--- src/rtl/mem_bus_arbiter.sv ---
// mem_bus_arbiter: N requester channels share one single-outstanding memory bus (round-robin or fixed priority).
// Latency: grant -> mem_req_valid_o next cycle; response -> one-cycle ch_data_valid_o pulse next cycle; 4-cycle minimum turnaround.
// Backpressure: mem_req_ready_i low holds mem_req_valid_o and the latched payload; requesters hold until their pulse.
// Ports: clk/rst (sync, active-high); ch_* packed per-channel requests and broadcast response; mem_* downstream bus; busy_o/grant_id_o status.
module mem_bus_arbiter #(
    parameter int N_CH      = 2,
    parameter int ADDR_W    = 64,
    parameter int DATA_W    = 64,
    parameter int PRIO_MODE = 0,
    parameter int GID_W     = $clog2(N_CH)
) (
    input  logic                   clk,
    input  logic                   rst,
    input  logic [N_CH-1:0]        ch_req_valid_i,
    input  logic [N_CH*ADDR_W-1:0] ch_addr_i,
    input  logic [N_CH-1:0]        ch_wen_i,
    input  logic [N_CH*DATA_W-1:0] ch_wdata_i,
    output logic [N_CH-1:0]        ch_data_valid_o,
    output logic [DATA_W-1:0]      ch_data_o,
    output logic                   mem_req_valid_o,
    input  logic                   mem_req_ready_i,
    output logic [ADDR_W-1:0]      mem_addr_o,
    output logic                   mem_wen_o,
    output logic [DATA_W-1:0]      mem_wdata_o,
    input  logic                   mem_resp_valid_i,
    input  logic [DATA_W-1:0]      mem_rdata_i,
    output logic                   busy_o,
    output logic [GID_W-1:0]       grant_id_o
);

    localparam logic [1:0] S_IDLE = 2'd0;
    localparam logic [1:0] S_REQ  = 2'd1;
    localparam logic [1:0] S_WAIT = 2'd2;
    localparam logic [1:0] S_RESP = 2'd3;

    localparam logic [GID_W-1:0] LAST_GRANT_RST = GID_W'(N_CH - 1);

    logic [1:0]        state_q, state_d;
    logic [GID_W-1:0]  last_grant_q, last_grant_d;
    logic [GID_W-1:0]  grant_id_q, grant_id_d;
    logic              mem_req_valid_q, mem_req_valid_d;
    logic [ADDR_W-1:0] mem_addr_q, mem_addr_d;
    logic              mem_wen_q, mem_wen_d;
    logic [DATA_W-1:0] mem_wdata_q, mem_wdata_d;
    logic [N_CH-1:0]   ch_data_valid_q, ch_data_valid_d;
    logic [DATA_W-1:0] ch_data_q, ch_data_d;
    logic              busy_q, busy_d;

    logic              win_found;
    logic [GID_W-1:0]  win_idx;
    logic [ADDR_W-1:0] win_addr;
    logic              win_wen;
    logic [DATA_W-1:0] win_wdata;

    // Winner selection. Fixed priority is round-robin with the pointer pinned at
    // the top index, so the scan always starts at channel 0. Both loops scan
    // downward so the lowest qualifying index is written last; the second loop
    // (indices past the pointer) overrides the wrapped-around first loop.
    always_comb begin
        int base;
        base      = (PRIO_MODE == 1) ? (N_CH - 1) : int'(last_grant_q);
        win_found = 1'b0;
        win_idx   = '0;
        for (int i = N_CH - 1; i >= 0; i--) begin
            if (ch_req_valid_i[i] && (i <= base)) begin
                win_found = 1'b1;
                win_idx   = GID_W'(i);
            end
        end
        for (int i = N_CH - 1; i >= 0; i--) begin
            if (ch_req_valid_i[i] && (i > base)) begin
                win_found = 1'b1;
                win_idx   = GID_W'(i);
            end
        end
    end

    // Payload mux for the winning channel.
    always_comb begin
        win_addr  = '0;
        win_wen   = 1'b0;
        win_wdata = '0;
        for (int i = 0; i < N_CH; i++) begin
            if (win_idx == GID_W'(i)) begin
                win_addr  = ch_addr_i[i*ADDR_W +: ADDR_W];
                win_wen   = ch_wen_i[i];
                win_wdata = ch_wdata_i[i*DATA_W +: DATA_W];
            end
        end
    end

    always_comb begin
        state_d         = state_q;
        last_grant_d    = last_grant_q;
        grant_id_d      = grant_id_q;
        mem_req_valid_d = mem_req_valid_q;
        mem_addr_d      = mem_addr_q;
        mem_wen_d       = mem_wen_q;
        mem_wdata_d     = mem_wdata_q;
        ch_data_valid_d = '0;
        ch_data_d       = ch_data_q;
        case (state_q)
            S_IDLE: begin
                if (win_found) begin
                    state_d         = S_REQ;
                    last_grant_d    = win_idx;
                    grant_id_d      = win_idx;
                    mem_req_valid_d = 1'b1;
                    mem_addr_d      = win_addr;
                    mem_wen_d       = win_wen;
                    mem_wdata_d     = win_wdata;
                end
            end
            S_REQ: begin
                if (mem_req_ready_i) begin
                    mem_req_valid_d = 1'b0;
                    // Response in the acceptance cycle skips WAIT entirely.
                    if (mem_resp_valid_i) begin
                        state_d         = S_RESP;
                        ch_data_d       = mem_rdata_i;
                        ch_data_valid_d = N_CH'(1) << grant_id_q;
                    end else begin
                        state_d = S_WAIT;
                    end
                end
            end
            S_WAIT: begin
                if (mem_resp_valid_i) begin
                    state_d         = S_RESP;
                    ch_data_d       = mem_rdata_i;
                    ch_data_valid_d = N_CH'(1) << grant_id_q;
                end
            end
            // One dead cycle lets the requester drop its valid before re-arbitration.
            S_RESP:  state_d = S_IDLE;
            default: state_d = S_IDLE;
        endcase
        busy_d = (state_d != S_IDLE);
    end

    always_ff @(posedge clk) begin
        if (rst) begin
            state_q         <= S_IDLE;
            last_grant_q    <= LAST_GRANT_RST;
            grant_id_q      <= '0;
            mem_req_valid_q <= 1'b0;
            mem_addr_q      <= '0;
            mem_wen_q       <= 1'b0;
            mem_wdata_q     <= '0;
            ch_data_valid_q <= '0;
            ch_data_q       <= '0;
            busy_q          <= 1'b0;
        end else begin
            state_q         <= state_d;
            last_grant_q    <= last_grant_d;
            grant_id_q      <= grant_id_d;
            mem_req_valid_q <= mem_req_valid_d;
            mem_addr_q      <= mem_addr_d;
            mem_wen_q       <= mem_wen_d;
            mem_wdata_q     <= mem_wdata_d;
            ch_data_valid_q <= ch_data_valid_d;
            ch_data_q       <= ch_data_d;
            busy_q          <= busy_d;
        end
    end

    assign ch_data_valid_o = ch_data_valid_q;
    assign ch_data_o       = ch_data_q;
    assign mem_req_valid_o = mem_req_valid_q;
    assign mem_addr_o      = mem_addr_q;
    assign mem_wen_o       = mem_wen_q;
    assign mem_wdata_o     = mem_wdata_q;
    assign busy_o          = busy_q;
    assign grant_id_o      = grant_id_q;

endmodule

--- config.mk ---
export PLATFORM = sky130hd
export DESIGN_NAME = mem_bus_arbiter
export DESIGN_NICKNAME = d
export VERILOG_FILES = /design/src/rtl/mem_bus_arbiter.sv
export SDC_FILE = /design/constraint.sdc
export NUM_CORES = 1
export LEC_CHECK = 0
export BUFFER_PORTS_ARGS = -buffer_cell sky130_fd_sc_hd__buf_2
export CAP_MARGIN = 40
export CORE_AREA = 2 2 207 209
export CTS_CLUSTER_SIZE = 40
export DETAILED_ROUTE_END_ITERATION = 10
export DIE_AREA = 0 0 209 211
export PLACE_DENSITY = 0.52
export REMOVE_ABC_BUFFERS = 1
export SETUP_SLACK_MARGIN = 0.2
export SKIP_CTS_REPAIR_TIMING = 1
export SYNTH_ARGS = -nofsm -noshare
export SYNTH_HDL_FRONTEND = slang
export SYNTH_SLANG_ARGS = --single-unit
--- constraint.sdc ---
create_clock -name clk -period 1.64 [get_ports clk]
set_input_delay 0.164 -clock clk [delete_from_list [all_inputs] [get_ports clk]]
set_output_delay 0.164 -clock clk [all_outputs]
set_load 0.01 [all_outputs]
==> results by group, run 1 <==
Timing
  • Setup-failing EPs final: 0
  • Hold WS: -0.0134 ns
  • Pins Over Slew Limit: 0
  • Clock skew: 0.0159 ns
  • Final Cycle Share: 98.8%
  • Achievable Freq: about 620 MHz
  • Pin slew with the least headroom to its limit: 0.617 ns
  • Min Tclk post-route: 1.62 ns
  • Max_slew headroom: 58.8%
  • Unrepaired setup endpoints after global routing: true
  • Fin. Hold Viols: 6

Cells and area
  • # nets final: 1,897
  • Cell Count, Final, Fillers Out: 2,119
  • Commonest non-fill, non-tap cell in the layout: buf_2
  • Fin area: 0.0152 mm2
  • Layout area overhead: 80.0%
  • Final Util: 36.4%
  • # fillers: 4,224
  • Share of layout cells above drive strength 1: between 50% and 60%
  • Most frequent cells in the layout: buf_2, dfxtp_1, nor2_1

Logic synthesis
  • Yosys Warn Count: 0
  • Gate Count Post-Synth: between 900 and 1,000
  • Synth Area in Simple Gates: 10.3%
  • XOR/XNOR share of the synthesized area: 0%
  • Post-synth top area share: a little under half
  • Synthesis-stage register bit count: about 200
  • Area leader, netlist: dfxtp_1
  • Unique masters post-synth: 32
  • Multiplexer share of the synthesized area: 15.5%
  • Syn Area/Cell: roughly 9.3 um2
  • Largest family of logic cells by synthesized area: compound AO/OA/AOI/OAI gates
  • Post-synthesis compound-gate area fraction: 20.3%
  • Share of the yosys chip area belonging to registers: 47.6%
  • Post-Syn Area: 0.00845 mm2
  • Adder-cell share of the synthesized area: 0.740%
  • Ranking of synthesized cells by area: dfxtp_1, mux2i_1, a211oi_1, nor2_1, a21oi_1

Critical path
  • WP data required: 2.08 ns
  • Crit path max fanout: 8
  • Worst EP arrival: between 2 and 2.5 ns
  • Reg-to-reg endpoint: ch_data_o[7]
  • Crit. Startpoint: state_q[1]
  • R2R depth: 8
  • Critical path type: reg2reg
  • Crit path largest cell delay: ~0.36 ns
  • Critical-path cell list: inv_6 > ha_4 > buf_6 > mux2i_4 > buf_12 > buf_6 > o21ai_1 > a21oi_1
  • R2r setup slk: 0.02 ns
  • Setup crit start kind: register
  • Worst r2r src: state_q[1]
  • Most frequent CP cell: buf_6
  • CP Capture Type: register
  • Critical Path Slowest Stage Cell: dfxtp_4
  • Worst setup path endpoint: ch_data_o[7]

Drt
  • Via density: 4.48
  • WL final: 37,500 um
  • DRC viols: 0
  • Via count: between 9,000 and 10,000
  • Drt first-iter violations: about 450
  • Antenna viol nets, final: 0
  • Avg WL per Cell: 17.7 um
  • TritonRoute pass-1 iters: 4

Floorplan
  • Initial Util: roughly a fifth
  • Die area: 0.0441 mm2
  • Rows: 75
  • Die width: 209 um
  • Core Footprint: 0.0418 mm2
  • IO Pins: 526
  • Die Height: 211 um

Placement
  • Number of buffer cells added on primary ports: ~530
  • Placed insts: ~2,000
  • HPWL after DPL: 25,100 um
  • Dpl cell area: 0.0120 mm2
  • Final Wtd Congestion: between 0.8 and 0.9

GRT
  • Pin count of the biggest net entering global routing: 65
  • Number of global-route vias before repair: between 8,000 and 9,000
  • First-pass GRT wire length: around 47,000 um
  • Global Route Usage Sum: 13.6%
  • Initial antenna violation count: 3
  • GRT overflow: 0

Worst hold path
  • Worst hold path class: in2reg
  • Hold path start: ch_addr_i[0]

CTS
  • Clock Sinks: 201
  • CTS tree: done
  • Total CTS buffers: 23
  • H-tree depth: 1
  • Worst skew pair latency: approximately 0.52 ns
  • Root Buffer: clkbuf_16
  • Clk slew on worst S/H paths: 0.06 ns
  • Max clock buf depth: 3

Run status
  • Failing checks: hold timing
  • Outcome: complete, but fails checks

Flow run
  • Max-cap violations: 0

Power and ir drop
  • Static leakage: 0.00680 uW
  • P_int: 14,400 uW
  • Sequential power share: 30.3%
  • Switching power: about 8500 uW
  • Clock power frac: between 20% and 30%
  • Maximum VDD drop: ~0.56 mV
  • Combinational Power Share: 47.7%
  • PwrDens: 1500 mW/mm2
  • Sw Share: 36.9%
  • Power Total: 22,900 uW
[power groups by stage]
| stage | combinational (uW) | clock [uW] | sequential, uW |
|---|---|---|---|
| floorplan | 2390 | 0 | 6430 |
| global placement | 7560 | 0 | 6890 |
| detailed placement | 7620 | 0 | 6930 |
| CTS | 7630 | 5190 | 6840 |
| global route | 11700 | 5400 | 7100 |
| finish | 10900 | 5020 | 6940 |
[registers in the layout, indices dropped and copies added (netlist names)]
register	cells
grant_id_o	1
last_grant_q	1
mem_addr_o	64
state_q	2
mem_wen_o	1
ch_data_o	64
ch_data_valid_o	2
mem_req_valid_o	1
busy_o	1
mem_wdata_o	64
[layout make-up]
type,count,area [um2],area share (%)
Antenna cell,2,5.00,0.0329
Timing Repair Buffer,720,5080,33.4
Sequential cell,201,4030,26.5
Multi-Input combinational cell,613,4660,30.7
Tap cell,539,674,4.43
Clock inverter,4,48.8,0.321
Inverter,5,28.8,0.189
Clock buffer,35,681,4.47
[kinds of logic after synthesis]
family / after synthesis
AOI/OAI and AO/OA: 272
adders and majority gates: 5
buffers and inverters: 97
DFF: 201
muxes: 131
and+or+nand+nor: 205
[Yosys cell counts]
| master | number |
|---|---|
| a211oi_1 | 130 |
| a21boi_2 | 1 |
| a21oi_1 | 66 |
| a221o_1 | 1 |
| a22oi_1 | 1 |
| a31oi_1 | 1 |
| buf_1 | 15 |
| buf_2 | 15 |
| buf_4 | 1 |
| buf_6 | 10 |
| clkbuf_1 | 51 |
| dfxtp_1 | 201 |
| ha_1 | 5 |
| inv_1 | 5 |
| mux2_2 | 1 |
| mux2i_1 | 130 |
| nand2_1 | 1 |
| nand2b_1 | 2 |
| nand3_1 | 64 |
| nor2_1 | 132 |
| nor2b_1 | 1 |
| nor3_1 | 1 |
| nor4_1 | 1 |
| nor4b_1 | 1 |
| o21a_1 | 2 |
| o21ai_0 | 66 |
| o22ai_1 | 1 |
| o311a_1 | 1 |
| o31ai_1 | 1 |
| o32ai_1 | 1 |
| or2_2 | 1 |
| or3b_2 | 1 |
[through the flow]
| step | worst slack [ns] | setup TNS, ns |
|---|---|---|
| after detailed placement | -0.0250 | -0.0826 |
| after global placement | 0.0119 | 0 |
| after global routing | -0.0343 | -0.135 |
| final | 0.0191 | 0 |
| after floorplan | -4.75 | -704.65 |
| after CTS | -0.0501 | -0.883 |
[routing by layer]
layer / global-route usage, % / share of wire (%) / vias up
met4: 4.78 / 3.3 / 2
met1: 15.4 / 39 / 4388
li1: - / - / 4621
met5: 0 / 0.035 / -
met2: 24.8 / 51 / 428
met3: 3.48 / 7.1 / 62
[worst min-delay path by stage]
| stage | depth (start not counted) | endpoint | slack (ns) |
|---|---|---|---|
| 2_1_floorplan | 1 | ch_data_o[0] | 0.23 |
| 4_1_cts | 3 | ch_data_o[33] | -0.14 |
| 5_1_grt | 3 | mem_wdata_o[27] | -0.008 |
| 6_report | 3 | mem_addr_o[0] | -0.01 |
| 3_3_place_gp | 3 | ch_data_o[27] | 0.42 |
| 3_5_place_dp | 3 | ch_data_o[33] | 0.42 |
[critical path: cells and delay by family, from the launching register on]
kind	cells	cell delay (ns)
mux	1	0.24
fa+ha+maj	1	0.15
flops	1	0.36
buf+inv	4	0.54
compound gates	2	0.24
No activity file was read; power rests on OpenSTA's default activity.
==> run 2, diff against run 1 <==
--- a/config.mk
+++ b/config.mk
@@ -5,13 +5,14 @@
 export SDC_FILE = /design/constraint.sdc
 export NUM_CORES = 1
 export LEC_CHECK = 0
+export ABC_AREA = 1
 export BUFFER_PORTS_ARGS = -buffer_cell sky130_fd_sc_hd__buf_2
 export CAP_MARGIN = 40
-export CORE_AREA = 2 2 207 209
+export CORE_AREA = 2 2 202 204
 export CTS_CLUSTER_SIZE = 40
 export DETAILED_ROUTE_END_ITERATION = 10
-export DIE_AREA = 0 0 209 211
-export PLACE_DENSITY = 0.52
+export DIE_AREA = 0 0 204 206
+export PLACE_DENSITY = 0.55
 export REMOVE_ABC_BUFFERS = 1
 export SETUP_SLACK_MARGIN = 0.2
 export SKIP_CTS_REPAIR_TIMING = 1
==> results by group, run 2 <==
Logic synthesis
  • Syn Area/Cell: 6.57 um2
  • Area leader, netlist: dfxtp_1
  • Share of the yosys chip area belonging to registers: a little under half
  • Synthesis-stage register bit count: 201
  • Post-Syn Area: 0.00861 mm2
  • Post-synth EDFFs: 0
  • Ranking of synthesized cells by area: dfxtp_1, nand2_1, nor2_1, o21ai_1, o21ai_0
  • Most used flip-flop cell after synthesis: dfxtp_1
  • Share of flip-flops with an asynchronous set or reset: 0%
  • Top cells by count, synth: nand2_1, nor2_1, dfxtp_1
  • Most frequent cell after synthesis: nand2_1
  • Post-synth top area share: 46.7%
  • Gate Count Post-Synth: 1,311
  • Yosys Warn Count: 0
  • Unique masters post-synth: 17

Critical path
  • Worst EP arrival: ~2.0 ns
  • Critical Path Slowest Stage Cell: dfxtp_2
  • CP Capture Type: register
  • Worst Path Buf+Inv: 5
  • Crit path largest cell delay: 0.34 ns
  • Setup crit start kind: register
  • Crit path max fanout: 8
  • Critical-path cell list: inv_2 > buf_6 > ha_4 > o21ai_4 > buf_12 > inv_16 > clkbuf_16 > o21ai_2 > nor2_1
  • Critical path type: reg2reg
  • CP top delay family: buffers and inverters
  • WP data required: 2.06 ns

CTS
  • Total CTS buffers: 23
  • Clk slew on worst S/H paths: 0.06 ns
  • Clock Sinks: 201
  • H-tree depth: 1
  • Root Buffer: clkbuf_16
  • CTS tree: done
  • Worst skew pair latency: roughly 0.52 ns
  • Max clock buf depth: 3

Cells and area
  • # nets final: approximately 2,300
  • Most frequent cells in the layout: buf_2, nand2_1, nor2_1
  • Commonest non-fill, non-tap cell in the layout: buf_2
  • Final Util: around 38%
  • Layout area overhead: 79.4%
  • # fillers: 4,120
  • Cell Count, Final, Fillers Out: 2,548
  • Share of layout cells above drive strength 1: 37.7%

Timing
  • Pins Over Slew Limit: 0
  • Hold WS: -0.0467 ns
  • Fin. Hold Viols: 58
  • Clock skew: between 0.02 and 0.025 ns
  • Achievable Freq: 618 MHz
  • Setup-failing EPs final: 0
  • Final Cycle Share: 98.6%
  • Unrepaired setup endpoints after global routing: true
  • Min Tclk post-route: 1.62 ns
  • Pin slew with the least headroom to its limit: 0.701 ns
  • Max_slew headroom: 53.3%

GRT
  • First-pass GRT wire length: between 40,000 and 50,000 um
  • Initial antenna violation count: 2
  • Pin count of the biggest net entering global routing: 88
  • GRT overflow: 0
  • Global Route Usage Sum: 14.3%
  • Number of global-route vias before repair: between 9,000 and 10,000

Power and ir drop
  • Maximum VDD drop: 0.435 mV
  • Power Total: 15,400 uW
  • PwrDens: 999 mW/mm2
  • Static leakage: 0.00784 uW

Drt
  • Avg WL per Cell: 15.5 um
  • Drt first-iter violations: between 500 and 600
  • WL final: 39,600 um
  • DRC viols: 0
  • Via count: around 11,000
  • TritonRoute pass-1 iters: 7
  • Antenna viol nets, final: 0
  • Via density: 4.31

Floorplan
  • Core Footprint: 0.0402 mm2
  • Initial Util: between 20% and 30%
  • Die area: 0.0420 mm2
  • Rows: 74
  • IO Pins: 526
  • Die width: between 200 and 250 um
  • Die Height: a little over 200 um

Run status
  • Outcome: complete, but fails checks
  • Failing checks: hold timing

Placement
  • Final Wtd Congestion: 0.877
  • Placed insts: 2,320
  • Number of buffer cells added on primary ports: 525
  • HPWL after DPL: 25,500 um

Flow run
  • Max-cap violations: 0

Worst hold path
  • Worst hold path class: in2reg
run 2: final cells by class:
cell class | instances | area [um2] | share of cell area, %
timing repair buffer | 754 | 5340 | 34.6
multi-input combinational | 1005 | 4580 | 29.6
sequential | 201 | 4030 | 26.1
tap | 532 | 666 | 4.31
clock buffer | 32 | 639 | 4.14
inverter | 15 | 78.8 | 0.510
clock inverter | 5 | 57.6 | 0.373
timing repair inverter | 3 | 56.3 | 0.364
antenna | 1 | 2.50 | 0.0162
run 2: worst paths after layout:
kind                                     start                  to  slack [ns]  depth (start not counted)
worst max-delay path                state_q[1]     mem_wdata_o[45]        0.02                          9
worst min register to register      grant_id_o  ch_data_valid_o[1]        0.47                          2
worst max register to register      state_q[1]     mem_wdata_o[45]        0.02                          9
worst min-delay path            ch_wdata_i[81]     mem_wdata_o[17]       -0.05                          5
run 2: stage by stage:
step | setup WS (ns) | instance area, um2 | setup TNS, ns | hold slack (ns)
2_1_floorplan | -3.37 | 8160 | -490.02 | 0.233
3_3_place_gp | 0.0142 | 12000 | 0 | 0.418
3_5_place_dp | -0.0359 | 12000 | -0.159 | 0.425
4_1_cts | -0.0737 | 12700 | -2.10 | -0.137
5_1_grt | -0.0698 | 15400 | -2.64 | -0.0175
6_report | 0.0227 | 15400 | 0 | -0.0467
run 2: tightest hold or removal path, stage by stage:
cell and delay, ns:
buf_2 0.08, nand2_1 0.04, nand2_1 0.05, nor2_1 0.03, nor2_1 0.06
run 2: kinds of logic after synthesis:
logic type | synth area share (%)
and+or+nand+nor | 34.8
DFF | 46.7
AOI/OAI and AO/OA | 11.9
adders and majority gates | 0.727
buffers and inverters | 5.83
run 2: power by group:
group	switching (uW)	internal [uW]
sequential	382	5460
clock	1990	2850
combinational	2540	2210
total	4920	10500
run 2: routing by layer:
layer	global-route usage (%)	vias up	part of all wire [%]
met2	25.9	474	50
met4	5.62	2	3.3
met1	16.5	4946	40
met3	2.79	69	6.6
met5	0	-	0.033
li1	-	5494	-
==> run 3, diff against run 2 <==
--- a/config.mk
+++ b/config.mk
@@ -9,9 +9,11 @@
 export BUFFER_PORTS_ARGS = -buffer_cell sky130_fd_sc_hd__buf_2
 export CAP_MARGIN = 40
 export CORE_AREA = 2 2 202 204
-export CTS_CLUSTER_SIZE = 40
+export CTS_CLUSTER_SIZE = 14
 export DETAILED_ROUTE_END_ITERATION = 10
 export DIE_AREA = 0 0 204 206
+export HOLD_SLACK_MARGIN = 0.08
+export MAX_ROUTING_LAYER = met4
 export PLACE_DENSITY = 0.55
 export REMOVE_ABC_BUFFERS = 1
 export SETUP_SLACK_MARGIN = 0.2
==> results by group, run 3 (synthesis results as in run 2) <==
Critical path
  • Worst Path Buf+Inv: 5
  • Crit path max fanout: 6
  • Reg-to-reg endpoint: mem_addr_o[2]
  • Critical path type: reg2reg
  • R2r setup slk: about 0.038 ns
  • Crit path largest cell delay: 0.34 ns
  • R2R depth: 9
  • WP depth: 9
  • Worst r2r src: state_q[1]
  • Critical Path Slowest Stage Cell: dfxtp_2
  • Critical-path cell list: inv_2 > buf_6 > ha_4 > o21ai_4 > clkinv_4 > buf_12 > clkbuf_16 > o21ai_1 > nor2_1
  • Setup crit start kind: register
  • CP top delay family: buffers and inverters
  • Worst EP arrival: 2.00 ns
  • WP data required: between 2 and 2.5 ns
  • CP Capture Type: register

GRT
  • Number of global-route vias before repair: 9,121
  • GRT overflow: 0
  • Global Route Usage Sum: 14.7%
  • First-pass GRT wire length: 47,700 um
  • Initial antenna violation count: 2
  • Pin count of the biggest net entering global routing: a little under 90

Cells and area
  • Commonest non-fill, non-tap cell in the layout: buf_2
  • # nets final: 2,490
  • Final Util: 42.5%
  • # fillers: 3,837
  • Most frequent cells in the layout: buf_2, nand2_1, nor2_1
  • Layout area overhead: 98.2%
  • Share of layout cells above drive strength 1: roughly a third

Timing
  • Setup-failing EPs final: 0
  • Clock skew: 0.0186 ns
  • Fin Setup TNS: 0 ns
  • Min Tclk post-route: 1.60 ns
  • Pin slew with the least headroom to its limit: around 0.52 ns
  • Pins Over Slew Limit: 0
  • Unrepaired setup endpoints after global routing: true
  • Fin. Hold Viols: 1
  • Hold WS: -0.000910 ns
  • Achievable Freq: 624 MHz
  • Post-route worst setup slack: 0.0379 ns
  • Final Cycle Share: 97.7%
  • Max_slew headroom: between 60% and 70%

CTS
  • Worst skew pair latency: 0.52 ns
  • Max clock buf depth: 3
  • Total CTS buffers: 23
  • H-tree depth: 1
  • Clk slew on worst S/H paths: ~0.060 ns
  • Clock Sinks: about 200
  • Root Buffer: clkbuf_16
  • CTS tree: done

Power and ir drop
  • Maximum VDD drop: approximately 0.45 mV
  • Static leakage: between 0.008 and 0.009 uW
  • Power Total: 15,800 uW
  • PwrDens: 928 mW/mm2

Drt
  • Antenna viol nets, final: 0
  • Via density: ~4.4
  • Drt first-iter violations: 845
  • Via count: 12,000
  • TritonRoute pass-1 iters: 7
  • WL final: around 43,000 um
  • DRC viols: 0
  • Avg WL per Cell: 16.1 um

Worst hold path
  • Hold path endpoint: mem_addr_o[61]
  • Cell depth of the worst hold path: 5
  • Worst hold path class: in2reg
  • Hold path start: ch_addr_i[61]

Floorplan
  • Initial Util: 21.4%
  • Die Height: 206 um
  • IO Pins: between 500 and 600
  • Die area: 0.0420 mm2
  • Core Footprint: 0.0402 mm2
  • Rows: 74
  • Die width: roughly 200 um

Placement
  • HPWL after DPL: 25,500 um
  • Final Wtd Congestion: 0.891
  • Dpl ws: -0.0359 ns
  • Number of buffer cells added on primary ports: 525

Run status
  • Failing checks: hold timing
  • Outcome: complete, but fails checks

Flow run
  • Max-cap violations: 0
## run 3: layout make-up
cell class,instances,area (um2),area share (%)
diodes,2,5.00,0.0293
clock buffers,32,639,3.75
clock inverters,5,57.6,0.337
inverters,15,68.8,0.403
multi-input cells,1005,4650,27.3
flip-flops and latches,201,4030,23.6
well taps,532,666,3.90
repair buffers,911,6950,40.7
## run 3: worst reg2reg max path, cell delays in order, from the launching register on
cell,delay (ns)
dfxtp_2,0.34
inv_2,0.05
buf_6,0.12
ha_4,0.16
o21ai_4,0.11
clkinv_4,0.15
buf_12,0.18
clkbuf_16,0.19
o21ai_1,0.12
nor2_1,0.06
## run 3: through the flow
| stage | cell area, um2 | std cells |
|---|---|---|
| after floorplan | 8160 | 1221 |
| after global routing | 17100 | 2703 |
| final | 17100 | 2703 |
| after CTS | 12700 | 2357 |
| after detailed placement | 12000 | 2320 |
| after global placement | 12000 | 2320 |
## run 3: worst max-delay path by stage
stage,start,endpoint,slack (ns)
3_3_place_gp,state_q[1],ch_data_o[36],0.01
5_1_grt,state_q[0],ch_data_o[54],-0.04
3_5_place_dp,state_q[1],ch_data_o[35],-0.04
2_1_floorplan,ch_req_valid_i[0],mem_addr_o[28],-3.37
6_report,state_q[1],mem_addr_o[2],0.04
4_1_cts,state_q[1],ch_data_o[0],-0.07
## run 3: report_power, final
group / switching (uW) / internal [uW] / total, uW
combinational: 2700 / 2500 / 5200
clock: 1990 / 2850 / 4850
sequential: 337 / 5460 / 5790
## run 3: routing by layer
layer,GRT usage [%],vias to the layer above,part of all wire [%]
met4,5.62,0,4.3
met5,-,-,0
li1,-,5796,-
met2,25.9,643,50
met3,2.41,111,7.5
met1,16.7,5404,38
